[config.mk]
export PLATFORM = sky130hd
export DESIGN_NAME = mpu_cmd_scheduler
export DESIGN_NICKNAME = d
export VERILOG_FILES = /design/src/rtl/mpu_cmd_scheduler.sv
export SDC_FILE = /design/constraint.sdc
export NUM_CORES = 1
export LEC_CHECK = 0
export ABC_AREA = 1
export BUFFER_PORTS_ARGS = -buffer_cell sky130_fd_sc_hd__buf_2
export CAP_MARGIN = 20
export CORE_MARGIN = 10
export CORE_UTILIZATION = 55
export CTS_CLUSTER_DIAMETER = 60
export DETAILED_ROUTE_END_ITERATION = 16
export PLACE_DENSITY = 0.84
export SYNTH_ARGS = -nofsm -noshare
export SYNTH_HDL_FRONTEND = slang
export SYNTH_SLANG_ARGS = --single-unit
export TNS_END_PERCENT = 100
[constraint.sdc]
create_clock -name clk -period 7.5 [get_ports clk]
set_clock_uncertainty 0.1 [all_clocks]
set_input_delay 0.75 -clock clk [delete_from_list [all_inputs] [get_ports clk]]
set_output_delay 0.75 -clock clk [all_outputs]
set_load 0.03 [all_outputs]
[src/rtl/mpu_cmd_scheduler.sv]
// mpu_cmd_scheduler: in-order command FIFO feeding the MPU controller.
// Each command is issued with a one-cycle start pulse. Issue is held off while
// the head command reads or overwrites a register whose result is still
// waiting for collector write-back.
module mpu_cmd_scheduler #(
  parameter int ADDR_W     = 3,
  parameter int FIFO_DEPTH = 4,
  parameter int PEND_DEPTH = 2
) (
  input  logic                            clk,
  input  logic                            rst,
  input  logic                            cmd_valid_in,
  output logic                            cmd_ready_out,
  input  logic [ADDR_W-1:0]               cmd_src0_in,
  input  logic [ADDR_W-1:0]               cmd_src1_in,
  input  logic [ADDR_W-1:0]               cmd_dest_in,
  output logic                            start_mult_out,
  output logic [ADDR_W-1:0]               src_addr_0_out,
  output logic [ADDR_W-1:0]               src_addr_1_out,
  output logic [ADDR_W-1:0]               dest_addr_out,
  input  logic                            disp_finished_in,
  input  logic                            coll_done_in,
  output logic                            busy_out,
  output logic [$clog2(FIFO_DEPTH):0]     queue_count_out,
  output logic                            hazard_stall_out,
  output logic                            err_out
);

  localparam int PTR_W = $clog2(FIFO_DEPTH);
  localparam int CNT_W = PTR_W + 1;
  localparam int ENT_W = 3 * ADDR_W;

  typedef enum logic [1:0] {D_IDLE, D_ISSUE, D_BUSY} dstate_t;

  // FIFO storage and bookkeeping
  logic [ENT_W-1:0]  fifo_mem_q [FIFO_DEPTH];
  logic [PTR_W-1:0]  wr_ptr_q, rd_ptr_q;
  logic [CNT_W-1:0]  fifo_cnt_q, fifo_cnt_d;

  // Dispatch state and issued addresses
  dstate_t           state_q, state_d;
  logic [ADDR_W-1:0] src0_q, src1_q, dest_q;

  // Pending write-back list; entry 0 is the oldest
  logic [ADDR_W-1:0] pend0_q, pend1_q, pend0_d, pend1_d;
  logic [1:0]        pend_cnt_q, pend_cnt_d;

  logic              err_q, err_d;

  logic              fifo_full, fifo_empty, push, issue;
  logic [ENT_W-1:0]  head;
  logic [ADDR_W-1:0] head_src0, head_src1, head_dest;
  logic              pend_v0, pend_v1, pend_room, hazard;
  logic              pend_push, pend_pop;

  assign fifo_full  = (fifo_cnt_q == CNT_W'(FIFO_DEPTH));
  assign fifo_empty = (fifo_cnt_q == '0);
  assign push       = cmd_valid_in && !fifo_full;
  assign head       = fifo_mem_q[rd_ptr_q];
  assign head_src0  = head[3*ADDR_W-1:2*ADDR_W];
  assign head_src1  = head[2*ADDR_W-1:ADDR_W];
  assign head_dest  = head[ADDR_W-1:0];

  assign pend_v0   = (pend_cnt_q != 2'd0);
  assign pend_v1   = (pend_cnt_q == 2'd2);
  assign pend_room = (pend_cnt_q < 2'(PEND_DEPTH));

  // RAW on either source or WAW on the destination against any live pending dest
  assign hazard = (pend_v0 && (head_src0 == pend0_q || head_src1 == pend0_q || head_dest == pend0_q)) ||
                  (pend_v1 && (head_src0 == pend1_q || head_src1 == pend1_q || head_dest == pend1_q));

  // Dispatch next-state: issue the head when room exists and no hazard blocks it
  always_comb begin
    state_d = state_q;
    issue   = 1'b0;
    case (state_q)
      D_IDLE: begin
        if (!fifo_empty && pend_room && !hazard) begin
          state_d = D_ISSUE;
          issue   = 1'b1;
        end
      end
      D_ISSUE: state_d = D_BUSY;
      D_BUSY:  if (disp_finished_in) state_d = D_IDLE;
      default: state_d = D_IDLE;
    endcase
  end

  // Pending list update: pop oldest first, then append the finishing dest behind it
  always_comb begin
    pend_push  = disp_finished_in && (state_q == D_BUSY);
    pend_pop   = coll_done_in && pend_v0;
    pend0_d    = pend0_q;
    pend1_d    = pend1_q;
    pend_cnt_d = pend_cnt_q;
    if (pend_pop) begin
      pend0_d    = pend1_q;
      pend_cnt_d = pend_cnt_q - 2'd1;
    end
    if (pend_push) begin
      if (pend_cnt_d == 2'd0) pend0_d = dest_q;
      else                    pend1_d = dest_q;
      pend_cnt_d = pend_cnt_d + 2'd1;
    end
  end

  // FIFO occupancy and sticky protocol-error flag
  always_comb begin
    fifo_cnt_d = fifo_cnt_q + CNT_W'(push) - CNT_W'(issue);
    err_d      = err_q ||
                 (disp_finished_in && (state_q != D_BUSY)) ||
                 (coll_done_in && !pend_v0);
  end

  // FIFO storage write; contents need no reset since pointers define validity
  always_ff @(posedge clk) begin
    if (push) fifo_mem_q[wr_ptr_q] <= {cmd_src0_in, cmd_src1_in, cmd_dest_in};
  end

  // Control state registers
  always_ff @(posedge clk) begin
    if (rst) begin
      wr_ptr_q   <= '0;
      rd_ptr_q   <= '0;
      fifo_cnt_q <= '0;
      state_q    <= D_IDLE;
      src0_q     <= '0;
      src1_q     <= '0;
      dest_q     <= '0;
      pend0_q    <= '0;
      pend1_q    <= '0;
      pend_cnt_q <= 2'd0;
      err_q      <= 1'b0;
    end else begin
      if (push)  wr_ptr_q <= wr_ptr_q + PTR_W'(1);
      if (issue) begin
        rd_ptr_q <= rd_ptr_q + PTR_W'(1);
        src0_q   <= head_src0;
        src1_q   <= head_src1;
        dest_q   <= head_dest;
      end
      fifo_cnt_q <= fifo_cnt_d;
      state_q    <= state_d;
      pend0_q    <= pend0_d;
      pend1_q    <= pend1_d;
      pend_cnt_q <= pend_cnt_d;
      err_q      <= err_d;
    end
  end

  assign cmd_ready_out    = !fifo_full;
  assign start_mult_out   = (state_q == D_ISSUE);
  assign src_addr_0_out   = src0_q;
  assign src_addr_1_out   = src1_q;
  assign dest_addr_out    = dest_q;
  assign busy_out         = !fifo_empty || (state_q != D_IDLE) || pend_v0;
  assign queue_count_out  = fifo_cnt_q;
  assign hazard_stall_out = (state_q == D_IDLE) && !fifo_empty && pend_room && hazard;
  assign err_out          = err_q;

endmodule

==> results.py, run 1 <==
metrics = {
    "synthesis": {
        "netlist.top_cell.by_area": "edfxtp_1",
        "synth-seq-cells": 65,
        "synth.yosys.seq_area_share_pct": 51.5,
        "synth_warnings": 0,
        "synth_top_cell_area_share_pct": 33.5,
        "syn_inst": 360,
        "avgSynthCellArea_um2": 8.96,
        "synth_common_cells": "92 x nand2_1, 42 x inv_1, 36 x edfxtp_1",
        "mappedNetlistNets": 384,
        "async_reset_ff_share_pct": 0,
        "yosysMostFrequentCell": "nand2_1",
        "synth_edf_count": 36,
        "synthDistinctLibCells": 30,
        "synth_ff_type": "edfxtp_1",
        "syn_area_um2": 3230,
        "synthTopCellsByArea": "edfxtp_1 34%, dfxtp_1 18%, nand2_1 11%",
    },
    "floorplan": {
        "start_util_pct": 57.5,
        "die_area_um2": 9330,
        "ios": 31,
        "core_um2": 5610,
        "rows": 27,
        "dieWidth_um": 96.6,
        "dieHeight_um": 96.6,
    },
    "worst_setup_path": {
        "start_kind": "flip-flop",
        "reg2reg_to": "queue_count_out[2]$_SDFF_PP0_",
        "worstPathArrival_ns": 3.56,
        "reg2reg_slack_ns": 4.11,
        "required_ns": 7.67,
        "endpoint_kind": "flip-flop",
        "timing_worst_setup_path_type": "reg2reg",
        "crit_fanout": 23,
        "r2r_cells": 20,
    },
    "cts": {
        "cts_buffer_depth": 2,
        "postCtsResizedCells": 0,
        "clk_pin_slew_ns": 0.07,
        "cts_num_sinks": 65,
        "root_buffer": "clkbuf_8",
        "hold_buffers": 0,
        "cts_tree": "yes",
        "htreeDepth": 3,
        "cts_setup_buffers": 0,
        "clk-insertion-delay-late_ns": 0.33,
        "numCtsBuffers": 9,
    },
    "hold_path": {
        "hp-class": "reg2reg",
        "hold_depth": 2,
        "holdCritStartpoint": "rd_ptr_q[1]$_SDFFE_PP0P_",
    },
    "sta": {
        "slew_headroom_pct": 43.4,
        "min_period_over_period_pct": 45.3,
        "worst_pin_slew_ns": 0.845,
        "timing.fmax_ghz": 0.295,
        "rsz0062_at_grt": "no",
        "hold_viol_final": 0,
        "layout_setup_ws_ns": 4.11,
        "fin_tns_setup_ns": 0,
        "min_period_ns": 3.39,
        "setup_viol": 0,
        "slew_viol_final": 0,
    },
    "pwr": {
        "fin_total_pwr_mw": 1.48,
        "combinationalPowerShare_pct": 45.0,
        "pwr-share-seq_pct": 34.0,
        "power.net_switching_uw": 634,
        "ir_drop_mv": 0.188,
        "p_int_uw": 846,
        "p_sw_share_pct": 42.8,
        "clkPwrFrac_pct": 21.0,
        "leakage_nw": 1.63,
        "p_per_area_nw_per_um2": 414,
    },
    "layout": {
        "diodes": 0,
        "synthToLayoutAreaGrowth_pct": 10.8,
        "nets": 416,
        "fillers": 475,
        "final_core_util_pct": 63.7,
        "drive_above_1_share_pct": 23.5,
    },
    "drt": {
        "drt_iter0_markers": 160,
        "drt-pass1-iter-count": 4,
        "drc": 0,
        "ant_nets": 0,
        "drt-wirelength-per-cell_um": 13.1,
        "drt-total-wl_mm": 6.13,
        "vias": 2362,
        "via_per_inst": 5.05,
    },
    "place": {
        "port_buffers": 30,
        "hpwl_mm": 4.66,
        "routabilityCongestion": 0.953,
        "pre_cts_slack_ns": 4.13,
    },
    "job": {
        "maxCapViolations": 0,
    },
    "global_route": {
        "grt_max_degree": 24,
        "antenna_found_initial": 0,
        "grt_first_pass_wirelength_mm": 10.3,
        "grtUsageTotal_pct": 14.2,
        "grt-ovfl-total": 0,
        "grt_pass1_vias": 2261,
    },
    "outcome": {
        "status": "finished clean",
    },
}
-- how the worst max path moves through the flow --
stage	endpoint	slack, ns	cells after the start
floorplan	hazard_stall_out	4.68	3
global route	queue_count_out[2]$_SDFF_PP0_	3.75	20
finish	queue_count_out[2]$_SDFF_PP0_	4.11	20
global placement	queue_count_out[2]$_SDFF_PP0_	4.25	20
CTS	queue_count_out[2]$_SDFF_PP0_	4.09	20
detailed placement	queue_count_out[2]$_SDFF_PP0_	4.13	20
-- flip-flops by register name (all words and copies together), names as in the netlist, 3 cells and up, named ones only --
signal / flops
src_addr_0_out: 3
dest_addr_out: 3
fifo_mem_q: 36
pend1_q: 3
src_addr_1_out: 3
queue_count_out: 3
pend0_q: 3
-- cells in the final DEF (no fill, tap or decap), drive strengths merged, types with 2 or more instances in the layout --
| master | synthesis | layout |
|---|---|---|
| a211oi | 2 | 2 |
| a21oi | 15 | 15 |
| buf | 7 | 30 |
| bufinv | 0 | 2 |
| clkbuf | 2 | 11 |
| clkinv | 0 | 2 |
| dfxtp | 29 | 29 |
| edfxtp | 36 | 36 |
| ha | 9 | 9 |
| inv | 48 | 48 |
| nand2 | 115 | 115 |
| nand3 | 40 | 40 |
| nor2 | 35 | 35 |
| nor3 | 2 | 2 |
| o21ai | 12 | 12 |
| xor2 | 3 | 3 |
-- critical path, cell delays in order (launching register included) --
cell and delay [ns]:
dfxtp_1 0.78, inv_8 0.14, nand2_1 0.11, nand3_1 0.11, nand2_1 0.18, inv_2 0.05, nand2_1 0.05, nand2_1 0.06
nand3_2 0.06, nand3_2 0.08, nand2_2 0.10, nand3_4 0.25, inv_1 0.14, ha_1 0.23, inv_1 0.05, ha_1 0.13
inv_1 0.05, fa_1 0.34, inv_1 0.07, o21ai_0 0.09, a21oi_1 0.15
-- layer usage --
metal	vias up	GRT usage, %	share of wire [%]
met1	1072	18.1	46
li1	1217	-	-
met3	14	3.78	5.8
met2	59	21.8	46
met4	0	6.90	2.0
met5	-	0	0
-- power groups by stage --
stage          clock network (mW)  logic (mW)  registers (mW)
6_report                    0.310       0.666           0.503
5_1_grt                     0.331       0.763           0.512
4_1_cts                     0.317       0.672           0.503
3_5_place_dp                    0       0.666           0.511
3_3_place_gp                    0       0.649           0.508
2_1_floorplan                   0       0.550           0.528
-- area by class of cell --
| class | instances | area (um2) | area share (%) |
|---|---|---|---|
| inverter | 48 | 190 | 5.32 |
| timing repair buffer | 30 | 150 | 4.20 |
| clock inverter | 4 | 68.8 | 1.93 |
| tap | 72 | 90.1 | 2.52 |
| clock buffer | 11 | 131 | 3.68 |
| multi-input combinational | 238 | 1280 | 35.9 |
| sequential | 65 | 1660 | 46.5 |
-- kinds of logic after synthesis --
kind of cell / count (synthesis) / synth area share [%]
AND/OR/NAND/NOR: 194 / 29.6
AO/OA/AOI/OAI: 30 / 5.00
XOR/XNOR: 4 / 1.09
buffers and inverters: 57 / 8.73
adder cells (fa/ha/maj): 10 / 4.11
flip-flops: 65 / 51.5
-- metrics by stage --
| step | hold WS, ns | std cells | cell area [um2] |
|---|---|---|---|
| floorplan | 0.362 | 360 | 3230 |
| global placement | 0.374 | 453 | 3370 |
| detailed placement | 0.383 | 453 | 3370 |
| CTS | 0.394 | 468 | 3570 |
| global route | 0.419 | 468 | 3570 |
| finish | 0.392 | 468 | 3570 |
Power figures use the tool's default switching activity.
==> run 2, diff against run 1 <==
- ABC_AREA: 1 -> 0
- clock period: 7.5 -> 3.39 ns (I/O delays scaled with it)
==> results.py, run 2 <==
metrics = {
    "sta": {
        "worst_pin_slew_ns": 0.580,
        "rsz0062_at_grt": "yes",
        "setup_viol": 0,
        "hold_ws_ns": 0.0986,
        "fin_tns_setup_ns": 0,
        "slew_viol_final": 0,
        "hold_viol_final": 0,
        "timing.fmax_ghz": 0.309,
        "slew_headroom_pct": 61.3,
        "layout_setup_ws_ns": 0.149,
        "min_period_ns": 3.24,
        "min_period_over_period_pct": 95.6,
    },
    "place": {
        "port_buffers": 30,
        "dpl_cell_area_um2": 3240,
        "routabilityCongestion": 0.817,
        "hpwl_mm": 3.98,
        "pre_cts_slack_ns": 0.00535,
        "numPlacedInstances": 324,
    },
    "synthesis": {
        "syn_area_um2": 2960,
        "synth_common_cells": "36 x edfxtp_1, 29 x dfxtp_1, 16 x nand2b_1, 16 x nor2_1, 13 x mux2i_1",
        "synth_top_cell_area_share_pct": 36.5,
        "avgSynthCellArea_um2": 13.2,
        "synth-seq-cells": 65,
        "synthTopCellsByArea": "edfxtp_1 37%, dfxtp_1 20%, mux4_2 5.3%",
        "synth_warnings": 0,
        "synth_edf_count": 36,
        "netlist.top_cell.by_area": "edfxtp_1",
        "synth_ff_type": "edfxtp_1",
        "synthDistinctLibCells": 40,
        "yosysMostFrequentCell": "edfxtp_1",
        "async_reset_ff_share_pct": 0,
        "mappedNetlistNets": 249,
        "synth.yosys.seq_area_share_pct": 56.1,
        "syn_inst": 225,
    },
    "cts": {
        "cts_tree": "yes",
        "htreeDepth": 3,
        "clk_pin_slew_ns": 0.07,
        "hold_buffers": 0,
        "clk-insertion-delay-late_ns": 0.35,
        "numCtsBuffers": 9,
        "root_buffer": "clkbuf_8",
        "cts_buffer_depth": 2,
        "cts_num_sinks": 65,
    },
    "pwr": {
        "ir_drop_mv": 0.489,
        "p_per_area_nw_per_um2": 845,
        "leakage_nw": 1.37,
        "fin_total_pwr_mw": 2.94,
    },
    "drt": {
        "ant_nets": 0,
        "drt_iter0_markers": 73,
        "drt-wirelength-per-cell_um": 16.5,
        "via_per_inst": 5.37,
        "drc": 0,
        "drt-pass1-iter-count": 4,
        "drt-total-wl_mm": 5.70,
        "vias": 1854,
    },
    "layout": {
        "largest_register": "fifo_mem_q",
        "design_area_um2": 3480,
        "largest_reg_flops": 36,
        "register_area_um2": 1670,
        "multi_input_area_um2": 1260,
        "fillers": 378,
        "diodes": 0,
        "stdcell_count": 345,
        "final_core_util_pct": 67.3,
        "synthToLayoutAreaGrowth_pct": 17.5,
        "drive_above_1_share_pct": 30.5,
        "final_common_cell": "edfxtp_1",
        "nets": 294,
        "layout_common_cells": "36 x edfxtp_1, 30 x buf_2, 27 x dfxtp_1, 16 x nor2_1, 16 x nand2b_1",
    },
    "job": {
        "maxCapViolations": 0,
    },
    "worst_setup_path": {
        "required_ns": 3.51,
        "path_cells": "mux4_2 > xor2_1 > or4_4 > nand3_4 > nor3_4 > ha_4 > inv_2 > ha_4 > inv_2 > fa_2 > xor2_2 > xnor2_1 > nor2_1",
        "cp_slowest_cell": "mux4_2",
        "reg2reg_to": "queue_count_out[2]$_SDFF_PP0_",
        "worstPathArrival_ns": 3.36,
        "worst-path-buf-inv": 2,
        "max_stage_delay_ns": 0.59,
        "crit_fanout": 8,
        "start_kind": "flip-flop",
        "endpoint_kind": "flip-flop",
        "crit_family": "simple AND/OR/NAND/NOR gates",
        "timing_worst_setup_path_type": "reg2reg",
        "reg2reg_slack_ns": 0.15,
        "r2r_cells": 13,
    },
    "global_route": {
        "grt_pass1_vias": 1914,
        "antenna_found_initial": 0,
        "grtUsageTotal_pct": 14.0,
        "grt_max_degree": 38,
        "grt_first_pass_wirelength_mm": 9.40,
        "grt-ovfl-total": 0,
    },
    "floorplan": {
        "die_area_um2": 8720,
        "dieWidth_um": 93.4,
        "core_um2": 5170,
        "dieHeight_um": 93.4,
        "start_util_pct": 57.2,
        "rows": 26,
        "ios": 31,
    },
    "hold_path": {
        "holdCritStartpoint": "cmd_dest_in[0]",
        "hp-class": "in2reg",
        "hold_end": "fifo_mem_q[3][0]$_DFFE_PP_",
        "hold_depth": 1,
    },
    "outcome": {
        "status": "finished clean",
    },
}
run 2: cell types whose count changed in the layout (fill, tap and decap cells not counted), moves of 13 or more:
cell and delta:
inv_1 -35, mux2i_1 +13, nand2_1 -84, nand2_2 -23
nand2b_1 +16, nand3_1 -18, nand3_2 -19, nor2_1 -18
run 2: logic make-up after synthesis:
family / count (synthesis) / share of synthesized area [%]
flip-flops: 65 / 56.1
buffers and inverters: 17 / 2.70
AO/OA/AOI/OAI: 21 / 5.33
multiplexers: 25 / 12.3
adder cells (fa/ha/maj): 10 / 4.48
XOR/XNOR: 23 / 6.80
AND/OR/NAND/NOR: 64 / 12.3
run 2: area by class of cell:
class / count / share of cell area, %
flip-flops and latches: 65 / 47.9
multi-input cells: 143 / 36.1
repair buffers: 42 / 6.90
clock buffers: 10 / 3.67
well taps: 70 / 2.52
clock inverters: 6 / 1.91
inverters: 9 / 0.971
run 2: how the worst max path moves through the flow:
| stage | cells past startpoint | end | from |
|---|---|---|---|
| 3_3_place_gp | 13 | queue_count_out[2]$_SDFF_PP0_ | flip-flop |
| 3_5_place_dp | 13 | queue_count_out[2]$_SDFF_PP0_ | flip-flop |
| 4_1_cts | 13 | queue_count_out[2]$_SDFF_PP0_ | flip-flop |
| 6_report | 13 | queue_count_out[2]$_SDFF_PP0_ | flip-flop |
| 2_1_floorplan | 15 | queue_count_out[2]$_SDFF_PP0_ | flip-flop |
| 5_1_grt | 13 | queue_count_out[2]$_SDFF_PP0_ | flip-flop |
run 2: per-layer routing:
metal | routed length [um] | up-vias | GRT usage, %
met3 | 326 | 7 | 5.92
met5 | 0 | - | 0
met1 | 2400 | 910 | 16.0
met4 | 75 | 0 | 5.78
li1 | - | 898 | -
met2 | 2900 | 39 | 22.7
run 2: worst reg2reg max path: cells and delay by family (launching register included):
family	cells	cell delay, ns
mux	1	0.60
fa+ha+maj	3	0.67
xor+xnor	3	0.46
buf+inv	2	0.09
flops	1	0.43
simple gates	4	0.75
run 2: power by group:
part | switching [mW] | leakage, nW | internal [mW] | total (mW)
registers | 0.105 | 0.569 | 0.970 | 1.07
clock network | 0.305 | 0.0905 | 0.340 | 0.645
logic | 0.664 | 0.709 | 0.555 | 1.22
total | 1.07 | 1.37 | 1.87 | 2.94
run 2: what timing repair did:
item,CTS,global route
gates resized for setup,0,3
endpoints found under the hold margin,0,0
setup buffers,1,4
setup endpoints to repair,1,1
pin swaps,1,6
